--- config.mk ---
export PLATFORM = sky130hd
export DESIGN_NAME = bsg_dmc_ui_arbiter
export DESIGN_NICKNAME = d
export VERILOG_FILES = /design/src/rtl/bsg_dmc_pkg.sv /design/src/rtl/bsg_dmc_ui_arb_id_fifo.sv /design/src/rtl/bsg_dmc_ui_arbiter.sv
export SDC_FILE = /design/constraint.sdc
export NUM_CORES = 1
export LEC_CHECK = 0
export BUFFER_PORTS_ARGS = -buffer_cell sky130_fd_sc_hd__buf_2
export CAP_MARGIN = 40
export CORE_AREA = 2 2 456 458
export DETAILED_ROUTE_END_ITERATION = 10
export DIE_AREA = 0 0 458 460
export PLACE_DENSITY = 0.3
export SETUP_SLACK_MARGIN = 0.2
export SYNTH_ARGS = -nofsm -noshare
export SYNTH_HDL_FRONTEND = slang
export SYNTH_SLANG_ARGS = --single-unit
--- constraint.sdc ---
create_clock -name clk_i -period 2.5 [get_ports clk_i]
set_input_delay 0.375 -clock clk_i [delete_from_list [all_inputs] [get_ports clk_i]]
set_output_delay 0.375 -clock clk_i [all_outputs]
set_load 0.05 [all_outputs]
--- src/rtl/bsg_dmc_pkg.sv ---
// rtl/bsg_dmc_pkg.sv - shared DMC types: UI command codes and UI arbiter FSM states
package bsg_dmc_pkg;

  typedef enum logic [2:0] {
    eAppWrite = 3'b000,
    eAppRead  = 3'b001
  } app_cmd_e;

  typedef enum logic [1:0] {
    eIdle,
    eCmd,
    eWrData
  } bsg_dmc_ui_arb_state_e;

endpackage

--- src/rtl/bsg_dmc_ui_arb_id_fifo.sv ---
// rtl/bsg_dmc_ui_arb_id_fifo.sv - 1r1w FIFO of requester IDs for outstanding reads
module bsg_dmc_ui_arb_id_fifo #(
  parameter int width_p = 2,
  parameter int depth_p = 8
) (
  input  logic               clk_i,
  input  logic               reset_n_i,
  input  logic               push_i,
  input  logic [width_p-1:0] data_i,
  input  logic               pop_i,
  output logic [width_p-1:0] data_o,
  output logic               full_o,
  output logic               empty_o
);

  localparam int ptr_w = (depth_p > 1) ? $clog2(depth_p) : 1;
  localparam logic [ptr_w-1:0] last_ptr = ptr_w'(depth_p - 1);

  logic [width_p-1:0] mem_q [depth_p];
  logic [ptr_w-1:0]   wr_ptr_q, wr_ptr_d, rd_ptr_q, rd_ptr_d;
  logic [ptr_w:0]     count_q, count_d;
  logic               push, pop;

  assign full_o  = (count_q == (ptr_w+1)'(depth_p));
  assign empty_o = (count_q == '0);
  assign push    = push_i & ~full_o;
  assign pop     = pop_i & ~empty_o;
  assign data_o  = mem_q[rd_ptr_q];

  always_comb begin
    wr_ptr_d = wr_ptr_q;
    rd_ptr_d = rd_ptr_q;
    count_d  = count_q;
    if (push) wr_ptr_d = (wr_ptr_q == last_ptr) ? '0 : wr_ptr_q + 1'b1;
    if (pop)  rd_ptr_d = (rd_ptr_q == last_ptr) ? '0 : rd_ptr_q + 1'b1;
    if (push && !pop)      count_d = count_q + 1'b1;
    else if (pop && !push) count_d = count_q - 1'b1;
  end

  always_ff @(posedge clk_i or negedge reset_n_i) begin
    if (!reset_n_i) begin
      wr_ptr_q <= '0;
      rd_ptr_q <= '0;
      count_q  <= '0;
    end else begin
      wr_ptr_q <= wr_ptr_d;
      rd_ptr_q <= rd_ptr_d;
      count_q  <= count_d;
    end
  end

  always_ff @(posedge clk_i) begin
    if (push) mem_q[wr_ptr_q] <= data_i;
  end

endmodule

--- src/rtl/bsg_dmc_ui_arbiter.sv ---
// rtl/bsg_dmc_ui_arbiter.sv - round-robin arbiter sharing the DMC app_* UI among num_req_p clients
// Defining BSG_DMC_UI_ARBITER_PERF_EN adds saturating per-requester grant counters on grant_cnt_o.
module bsg_dmc_ui_arbiter
  import bsg_dmc_pkg::*;
#(
  parameter int num_req_p          = 4,
  parameter int ui_addr_width_p    = 28,
  parameter int ui_data_width_p    = 128,
  parameter int ui_burst_len_p     = 2,
  parameter int rd_id_fifo_depth_p = 8
) (
  input  logic                                       clk_i,
  input  logic                                       reset_n_i,
  input  logic [num_req_p-1:0]                       req_v_i,
  input  logic [num_req_p*3-1:0]                     req_cmd_i,
  input  logic [num_req_p*ui_addr_width_p-1:0]       req_addr_i,
  output logic [num_req_p-1:0]                       req_yumi_o,
  input  logic [num_req_p-1:0]                       req_wdf_v_i,
  input  logic [num_req_p*ui_data_width_p-1:0]       req_wdf_data_i,
  input  logic [num_req_p*(ui_data_width_p/8)-1:0]   req_wdf_mask_i,
  output logic [num_req_p-1:0]                       req_wdf_yumi_o,
  output logic [num_req_p-1:0]                       rd_v_o,
  output logic [ui_data_width_p-1:0]                 rd_data_o,
  output logic [ui_addr_width_p-1:0]                 app_addr_o,
  output logic [2:0]                                 app_cmd_o,
  output logic                                       app_en_o,
  input  logic                                       app_rdy_i,
  output logic                                       app_wdf_wren_o,
  output logic [ui_data_width_p-1:0]                 app_wdf_data_o,
  output logic [ui_data_width_p/8-1:0]               app_wdf_mask_o,
  output logic                                       app_wdf_end_o,
  input  logic                                       app_wdf_rdy_i,
  input  logic                                       app_rd_data_valid_i,
  input  logic [ui_data_width_p-1:0]                 app_rd_data_i,
  input  logic                                       app_rd_data_end_i,
  output logic                                       err_o
`ifdef BSG_DMC_UI_ARBITER_PERF_EN
  ,
  output logic [num_req_p*32-1:0]                    grant_cnt_o
`endif
);

  localparam int id_w   = $clog2(num_req_p);
  localparam int mask_w = ui_data_width_p / 8;
  localparam int cnt_w  = (ui_burst_len_p > 1) ? $clog2(ui_burst_len_p) : 1;
  localparam logic [cnt_w-1:0] last_beat = cnt_w'(ui_burst_len_p - 1);
  localparam logic [id_w-1:0]  last_id   = id_w'(num_req_p - 1);

  bsg_dmc_ui_arb_state_e       state_q, state_d;
  logic [id_w-1:0]             rr_ptr_q, rr_ptr_d, gnt_id_q, gnt_id_d, pick_id, fifo_head;
  app_cmd_e                    cmd_q, cmd_d;
  logic [ui_addr_width_p-1:0]  addr_q, addr_d;
  logic [cnt_w-1:0]            beat_cnt_q, beat_cnt_d;
  logic                        err_q;
  logic [num_req_p-1:0]        elig;
  logic [id_w:0]               rr_idx;
  logic                        pick_v, fifo_push, fifo_pop, fifo_full, fifo_empty;

  logic [2:0]                  cmd_a  [num_req_p];
  logic [ui_addr_width_p-1:0]  addr_a [num_req_p];
  logic [ui_data_width_p-1:0]  data_a [num_req_p];
  logic [mask_w-1:0]           mask_a [num_req_p];

  for (genvar g = 0; g < num_req_p; g++) begin : g_unpack
    assign cmd_a[g]  = req_cmd_i[3*g +: 3];
    assign addr_a[g] = req_addr_i[ui_addr_width_p*g +: ui_addr_width_p];
    assign data_a[g] = req_wdf_data_i[ui_data_width_p*g +: ui_data_width_p];
    assign mask_a[g] = req_wdf_mask_i[mask_w*g +: mask_w];
  end

  // Reads are held back while every ID slot is taken; writes never need a slot.
  always_comb begin
    elig    = '0;
    pick_v  = 1'b0;
    pick_id = '0;
    rr_idx  = '0;
    for (int i = 0; i < num_req_p; i++)
      elig[i] = req_v_i[i] & ~(fifo_full & (cmd_a[i] == eAppRead));
    for (int k = 0; k < num_req_p; k++) begin
      rr_idx = {1'b0, rr_ptr_q} + (id_w+1)'(k);
      if (rr_idx >= (id_w+1)'(num_req_p)) rr_idx = rr_idx - (id_w+1)'(num_req_p);
      if (!pick_v && elig[rr_idx[id_w-1:0]]) begin
        pick_v  = 1'b1;
        pick_id = rr_idx[id_w-1:0];
      end
    end
  end

  always_comb begin
    state_d        = state_q;
    rr_ptr_d       = rr_ptr_q;
    gnt_id_d       = gnt_id_q;
    cmd_d          = cmd_q;
    addr_d         = addr_q;
    beat_cnt_d     = beat_cnt_q;
    app_en_o       = 1'b0;
    req_yumi_o     = '0;
    req_wdf_yumi_o = '0;
    app_wdf_wren_o = 1'b0;
    app_wdf_end_o  = 1'b0;
    app_wdf_data_o = '0;
    app_wdf_mask_o = '0;
    fifo_push      = 1'b0;
    unique case (state_q)
      eIdle: begin
        if (pick_v) begin
          gnt_id_d = pick_id;
          cmd_d    = app_cmd_e'(cmd_a[pick_id]);
          addr_d   = addr_a[pick_id];
          state_d  = eCmd;
        end
      end
      eCmd: begin
        app_en_o = 1'b1;
        if (app_rdy_i) begin
          req_yumi_o[gnt_id_q] = 1'b1;
          rr_ptr_d = (gnt_id_q == last_id) ? '0 : gnt_id_q + 1'b1;
          if (cmd_q == eAppRead) begin
            fifo_push = 1'b1;
            state_d   = eIdle;
          end else begin
            beat_cnt_d = '0;
            state_d    = eWrData;
          end
        end
      end
      eWrData: begin
        app_wdf_wren_o = req_wdf_v_i[gnt_id_q];
        app_wdf_data_o = data_a[gnt_id_q];
        app_wdf_mask_o = mask_a[gnt_id_q];
        app_wdf_end_o  = (beat_cnt_q == last_beat);
        if (app_wdf_wren_o && app_wdf_rdy_i) begin
          req_wdf_yumi_o[gnt_id_q] = 1'b1;
          beat_cnt_d = beat_cnt_q + 1'b1;
          if (app_wdf_end_o) state_d = eIdle;
        end
      end
      default: state_d = eIdle;
    endcase
  end

  always_ff @(posedge clk_i or negedge reset_n_i) begin
    if (!reset_n_i) begin
      state_q    <= eIdle;
      rr_ptr_q   <= '0;
      gnt_id_q   <= '0;
      cmd_q      <= eAppWrite;
      addr_q     <= '0;
      beat_cnt_q <= '0;
      err_q      <= 1'b0;
    end else begin
      state_q    <= state_d;
      rr_ptr_q   <= rr_ptr_d;
      gnt_id_q   <= gnt_id_d;
      cmd_q      <= cmd_d;
      addr_q     <= addr_d;
      beat_cnt_q <= beat_cnt_d;
      err_q      <= err_q | (app_rd_data_valid_i & fifo_empty);
    end
  end

  assign app_addr_o = addr_q;
  assign app_cmd_o  = cmd_q;
  assign rd_data_o  = app_rd_data_i;
  assign err_o      = err_q;
  assign fifo_pop   = app_rd_data_valid_i & app_rd_data_end_i;

  // Read beats with no outstanding ID are dropped rather than steered.
  always_comb begin
    rd_v_o = '0;
    if (app_rd_data_valid_i && !fifo_empty) rd_v_o[fifo_head] = 1'b1;
  end

  bsg_dmc_ui_arb_id_fifo #(
    .width_p (id_w),
    .depth_p (rd_id_fifo_depth_p)
  ) u_id_fifo (
    .clk_i     (clk_i),
    .reset_n_i (reset_n_i),
    .push_i    (fifo_push),
    .data_i    (gnt_id_q),
    .pop_i     (fifo_pop),
    .data_o    (fifo_head),
    .full_o    (fifo_full),
    .empty_o   (fifo_empty)
  );

`ifdef BSG_DMC_UI_ARBITER_PERF_EN
  for (genvar g = 0; g < num_req_p; g++) begin : g_perf
    logic [31:0] grant_cnt_q;
    always_ff @(posedge clk_i or negedge reset_n_i) begin
      if (!reset_n_i) grant_cnt_q <= '0;
      else if (req_yumi_o[g] && grant_cnt_q != '1) grant_cnt_q <= grant_cnt_q + 32'd1;
    end
    assign grant_cnt_o[32*g +: 32] = grant_cnt_q;
  end
`endif

endmodule
==> results of run 1 <==
## stage by stage
stage	setup TNS (ns)	setup WS [ns]	instance area [sq um]	hold slack (ns)
after floorplan	-3.61	-0.210	10100	0.0794
after global placement	-5.00	-0.267	18000	0.442
after detailed placement	-7.15	-0.250	18000	0.447
after CTS	-30.95	-0.266	19200	0.0888
## logic make-up after synthesis
| logic type | after synthesis | synth area share (%) |
|---|---|---|
| xor gates and xnor gates | 5 | 0.457 |
| AOI/OAI and AO/OA | 126 | 8.94 |
| and+or+nand+nor | 272 | 17.0 |
| DFF | 65 | 17.8 |
| adders and majority gates | 12 | 1.65 |
| buffers and inverters | 250 | 15.1 |
| muxes | 187 | 39.1 |
## timing repair
action | 4_1_cts
hold endpoints to repair | 0
cloned | 5
buffers inserted | 14
gates resized for setup | 188
pin swaps | 9
endpoints found under the setup margin | 195
==> impl_results.md, run 1 <==
- Placer Congestion: 0.856
- Clk sink count: 65
- Chip width: 458 microns
- Initial core utilization: 4.65%
- Sequential-to-total area share from yosys stat: 17.8%
- Cells after DPL: 4421
- Status: did not finish
- Top-level port count: 1161
- Ys Warns: 0
- Most frequent cells after synthesis: 149 x mux4_2, 147 x nor2b_1, 134 x buf_4, 57 x clkbuf_1
- TritonCTS Buffers: 9
- Syn nets: 1771
- Row cnt: 167
- Post-Synthesis Cells: 917
- H-tree depth: 3
- Flops & latches, synth: 65
- CTS Hold Bufs: 0
- Clock Tree Buf Depth: 2
- Ys flop type: dfrtp_1
- Fraction of registers with async set/reset: 75.4%
- Worst_ep grt: app_addr_o[3]$_DFFE_PN0P_/D
- Worst-path end type: sequential cell input
- Ranking of synthesized cells by area: mux4_2 35%, dfrtp_1 13%, buf_4 11%
- Stopping stage: global routing (5_1_grt)
- First error: [ERROR GRT-0229] Vertical edge usage exceeds the maximum allowed. (33, 28) usage=65535 limit=2200
- DP HPWL: 127000 microns
- Synth top area share: 35.0%
- Largest net degree at the start of global routing: 61
- Most common cell in the synthesized netlist: mux4_2
- Synth Area per Inst: 10.4 sq um
- Die Span Y: 460 microns
- Leading area contributor after synthesis: mux4_2
- Post-synth EDFFs: 16
- Synth Cell Area: 9580 sq um
- Port Buffers: 904
- Distinct cell type count after synthesis: 49
- Clock root buffer: clkbuf_16
- Initial antenna violation count: 186
==> run 2, diff against run 1 <==
CORE_AREA = 2 2 449 451   (was 2 2 456 458)
DIE_AREA = 0 0 451 453   (was 0 0 458 460)
PLACE_DENSITY = default   (was 0.3)
PLACE_DENSITY_LB_ADDON = 0.15   (was default)
SETUP_SLACK_MARGIN = default   (was 0.2)
clock period = 3.25 ns   (was 2.5 ns; I/O delays follow)
==> run 2 against run 1 <==
  * The flow now finishes without violations
  * Synthesized area did not move
  * Synthesized cell count unchanged
==> impl_results.md, run 2 <==
- Worst-path clk slew: 0.07 ns
- Slew @ Worst Pin: 0.724 ns
- Flop2flop setup slack: 0.21 ns
- Avg Vias per Cell: 2.77
- Clk sink count: 65
- Peak Freq: 326 MHz
- Crit path max-delay family: buffers and inverters
- Post-synth EDFFs: 16
- WHS: 0.141 ns
- Switching share of total power: 55.9%
- Pre-antenna DRT Iters: 5
- Final count of hold timing violations: 0
- Minimum clock period: 3.07 ns
- P_leak: 7.18 nW
- R2r startpoint: u_id_fifo.count_q[1]
- CP bufs+invs: 3
- CTS resizes: 0
- Synth Cell Area: 9580 sq um
- Layout cells sized above 1: 68.1%
- Flops & latches, synth: 65
- Path depth of the worst reg2reg path: 6
- Initial antenna violation count: 212
- Multi-input gate area: 6470 sq um
- Top-level port count: 1161
- Critical path endpoint category: output pin
- Row cnt: 164
- VDD IR max: 0.000336 V
- Unrepaired setup endpoints after global routing: false
- Worst r2r dst: app_addr_o[24]
- Tot GR Track Use: 12.4%
- Chip width: 451 microns
- Clock Tree Buf Depth: 2
- Largest register FFs: 28
- Initial drt markers: 785
- Worst min-delay path class: in2async
- Synth top area share: 35.0%
- Core Region: 199000 sq um
- DRC Markers: 0
- Synth Area in XOR/XNOR: 0.457%
- Clk_lat worst skew: 0.38 ns
- Die Span Y: 453 microns
- Leading area contributor after synthesis: mux4_2
- Ys Warns: 0
- Distinct cell type count after synthesis: 49
- CTS Hold Bufs: 0
- First-pass GRT wire length: 158000 microns
- Critical Path AT: 2.58 ns
- Routed vias: 12300
- Final setup margin: 0.185 ns
- Net count, final: 2531
- Slew margin rel.: 51.7%
- Slowest stage delay, CP: 0.65 ns
- Final number of setup-violating endpoints: 0
- Clock Skews: 0.0186 ns
- Pwr per Cell Area: 732 nW/um^2
- Area growth, synth to finish: 82.1%
- Initial core utilization: 4.81%
- Setup CP Type: reg2out
- Area share of and/or/nand/nor cells after synthesis: 17.0%
- Sequential Area: 1710 sq um
- Sequential-to-total area share from yosys stat: 17.8%
- Nature of the critical path startpoint: flop
- Mux cell area share after synthesis: 39.1%
- Post-Synthesis Cells: 917
- Place WS: 0.177 ns
- DP HPWL: 121000 microns
- Port Buffers: 904
- Int Pwr: 0.00563 W
- Crit-path slowest cell: dfrtp_4
- Grt total ovfl: 0
- CP Data Required Time: 2.76 ns
- Combinational power share: 78.2%
- Most common cell in the synthesized netlist: mux4_2
- Sequential fraction of design power: 12.1%
- Largest family of logic cells by synthesized area: multiplexers
- Syn nets: 1771
- Commonest cells after routing, fill and taps aside: 902 x buf_2, 149 x mux4_2, 146 x nor2b_1
- Max-Cap Viols: 0
- Number of global-route vias before repair: 12300
- Post-synthesis compound-gate area fraction: 8.94%
- Final WL: 131000 microns
- Clock network fraction of total power: 9.7%
- Largest net degree at the start of global routing: 62
- Most frequent cells after synthesis: 149 x mux4_2, 147 x nor2b_1, 134 x buf_4, 57 x clkbuf_1
- Synth Area per Inst: 10.4 sq um
- Layout Utilization: 8.75%
- Sw Pwr: 0.00715 W
- CTS tree: built
- Synth Area in Adders: 1.65%
- Antenna Violating Nets Remaining: 0
- Max-slew violation count: 0
- Period Utilization, post-route: 94.3%
- Clock root buffer: clkbuf_16
- Fraction of registers with async set/reset: 75.4%
- Ys flop type: dfrtp_1
- Placer Congestion: 0.867
- Status: completed
- TritonCTS Buffers: 9
- TNS Setup: 0 ns
- H-tree depth: 3
- Ranking of synthesized cells by area: mux4_2 35%, dfrtp_1 13%, buf_4 11%
- Most used cell, CP: buf_12
- Fillers: 23400
- Most common cell after layout, fill and taps aside: buf_2
- Avg WL per Cell: 29.5 microns
- CP Max Fanout: 23
- Die area: 204000 sq um
- CP Cell Sequence: buf_12 > buf_12 > mux4_2 > nor2b_1 > buf_2
- Post CTS Setup Buffer Count: 0
run 2: cell type report:
type | count | share of cell area [%]
diodes | 112 | 1.61
clock buffers | 9 | 1.29
clock inverters | 7 | 0.681
inverters | 39 | 0.839
multi-input cells | 602 | 37.1
flip-flops and latches | 65 | 9.83
well taps | 2656 | 19.1
repair buffers | 960 | 29.6
run 2: metal layers:
layer / part of all wire, % / wire [microns] / track usage (%)
met1: 32 / 42500 / 11.8
met2: 54 / 71200 / 23.8
met3: 9.1 / 11900 / 4.93
met4: 4.2 / 5460 / 4.01
met5: 0.27 / 354 / 0
run 2: worst max path at each step:
stage	cells past startpoint	to	start	slack [ns]
after floorplan	5	app_wdf_data_o[37]	gnt_id_q[0]	0.05
after global placement	5	app_addr_o[21]	u_id_fifo.count_q[1]	0.07
after detailed placement	13	u_id_fifo.count_q[3]	u_id_fifo.count_q[0]	0.18
after CTS	5	app_wdf_data_o[19]	gnt_id_q[0]	0.07
after global routing	8	app_addr_o[2]	u_id_fifo.count_q[1]	0.03
final	5	app_wdf_data_o[93]	gnt_id_q[0]	0.18
run 2: power groups by stage:
stage          Combinational [W]  Sequential [W]  Clock [W]
2_1_floorplan            0.00629         0.00207          0
3_3_place_gp              0.0103         0.00159          0
3_5_place_dp              0.0103         0.00157          0
4_1_cts                   0.0103         0.00156    0.00132
5_1_grt                   0.0106         0.00161    0.00134
6_report                 0.00999         0.00155    0.00124
run 2: cell families (layout without fill, tap and decap cells):
| group | count (synthesis) | count (layout) |
|---|---|---|
| buf+inv | 250 | 1015 |
| mux | 187 | 187 |
| simple gates | 272 | 272 |
| xor+xnor | 5 | 5 |
| flops | 65 | 65 |
| compound gates | 126 | 126 |
| other cells | 0 | 112 |
| fa+ha+maj | 12 | 12 |
run 2: metrics by stage:
step | cell area, sq um | total power, W | instances
2_1_floorplan | 9580 | 0.00836 | 917
3_3_place_gp | 16800 | 0.0119 | 4321
3_5_place_dp | 16800 | 0.0119 | 4322
4_1_cts | 17200 | 0.0132 | 4338
5_1_grt | 17400 | 0.0136 | 4414
6_report | 17400 | 0.0128 | 4450
Power figures use the tool's default switching activity.
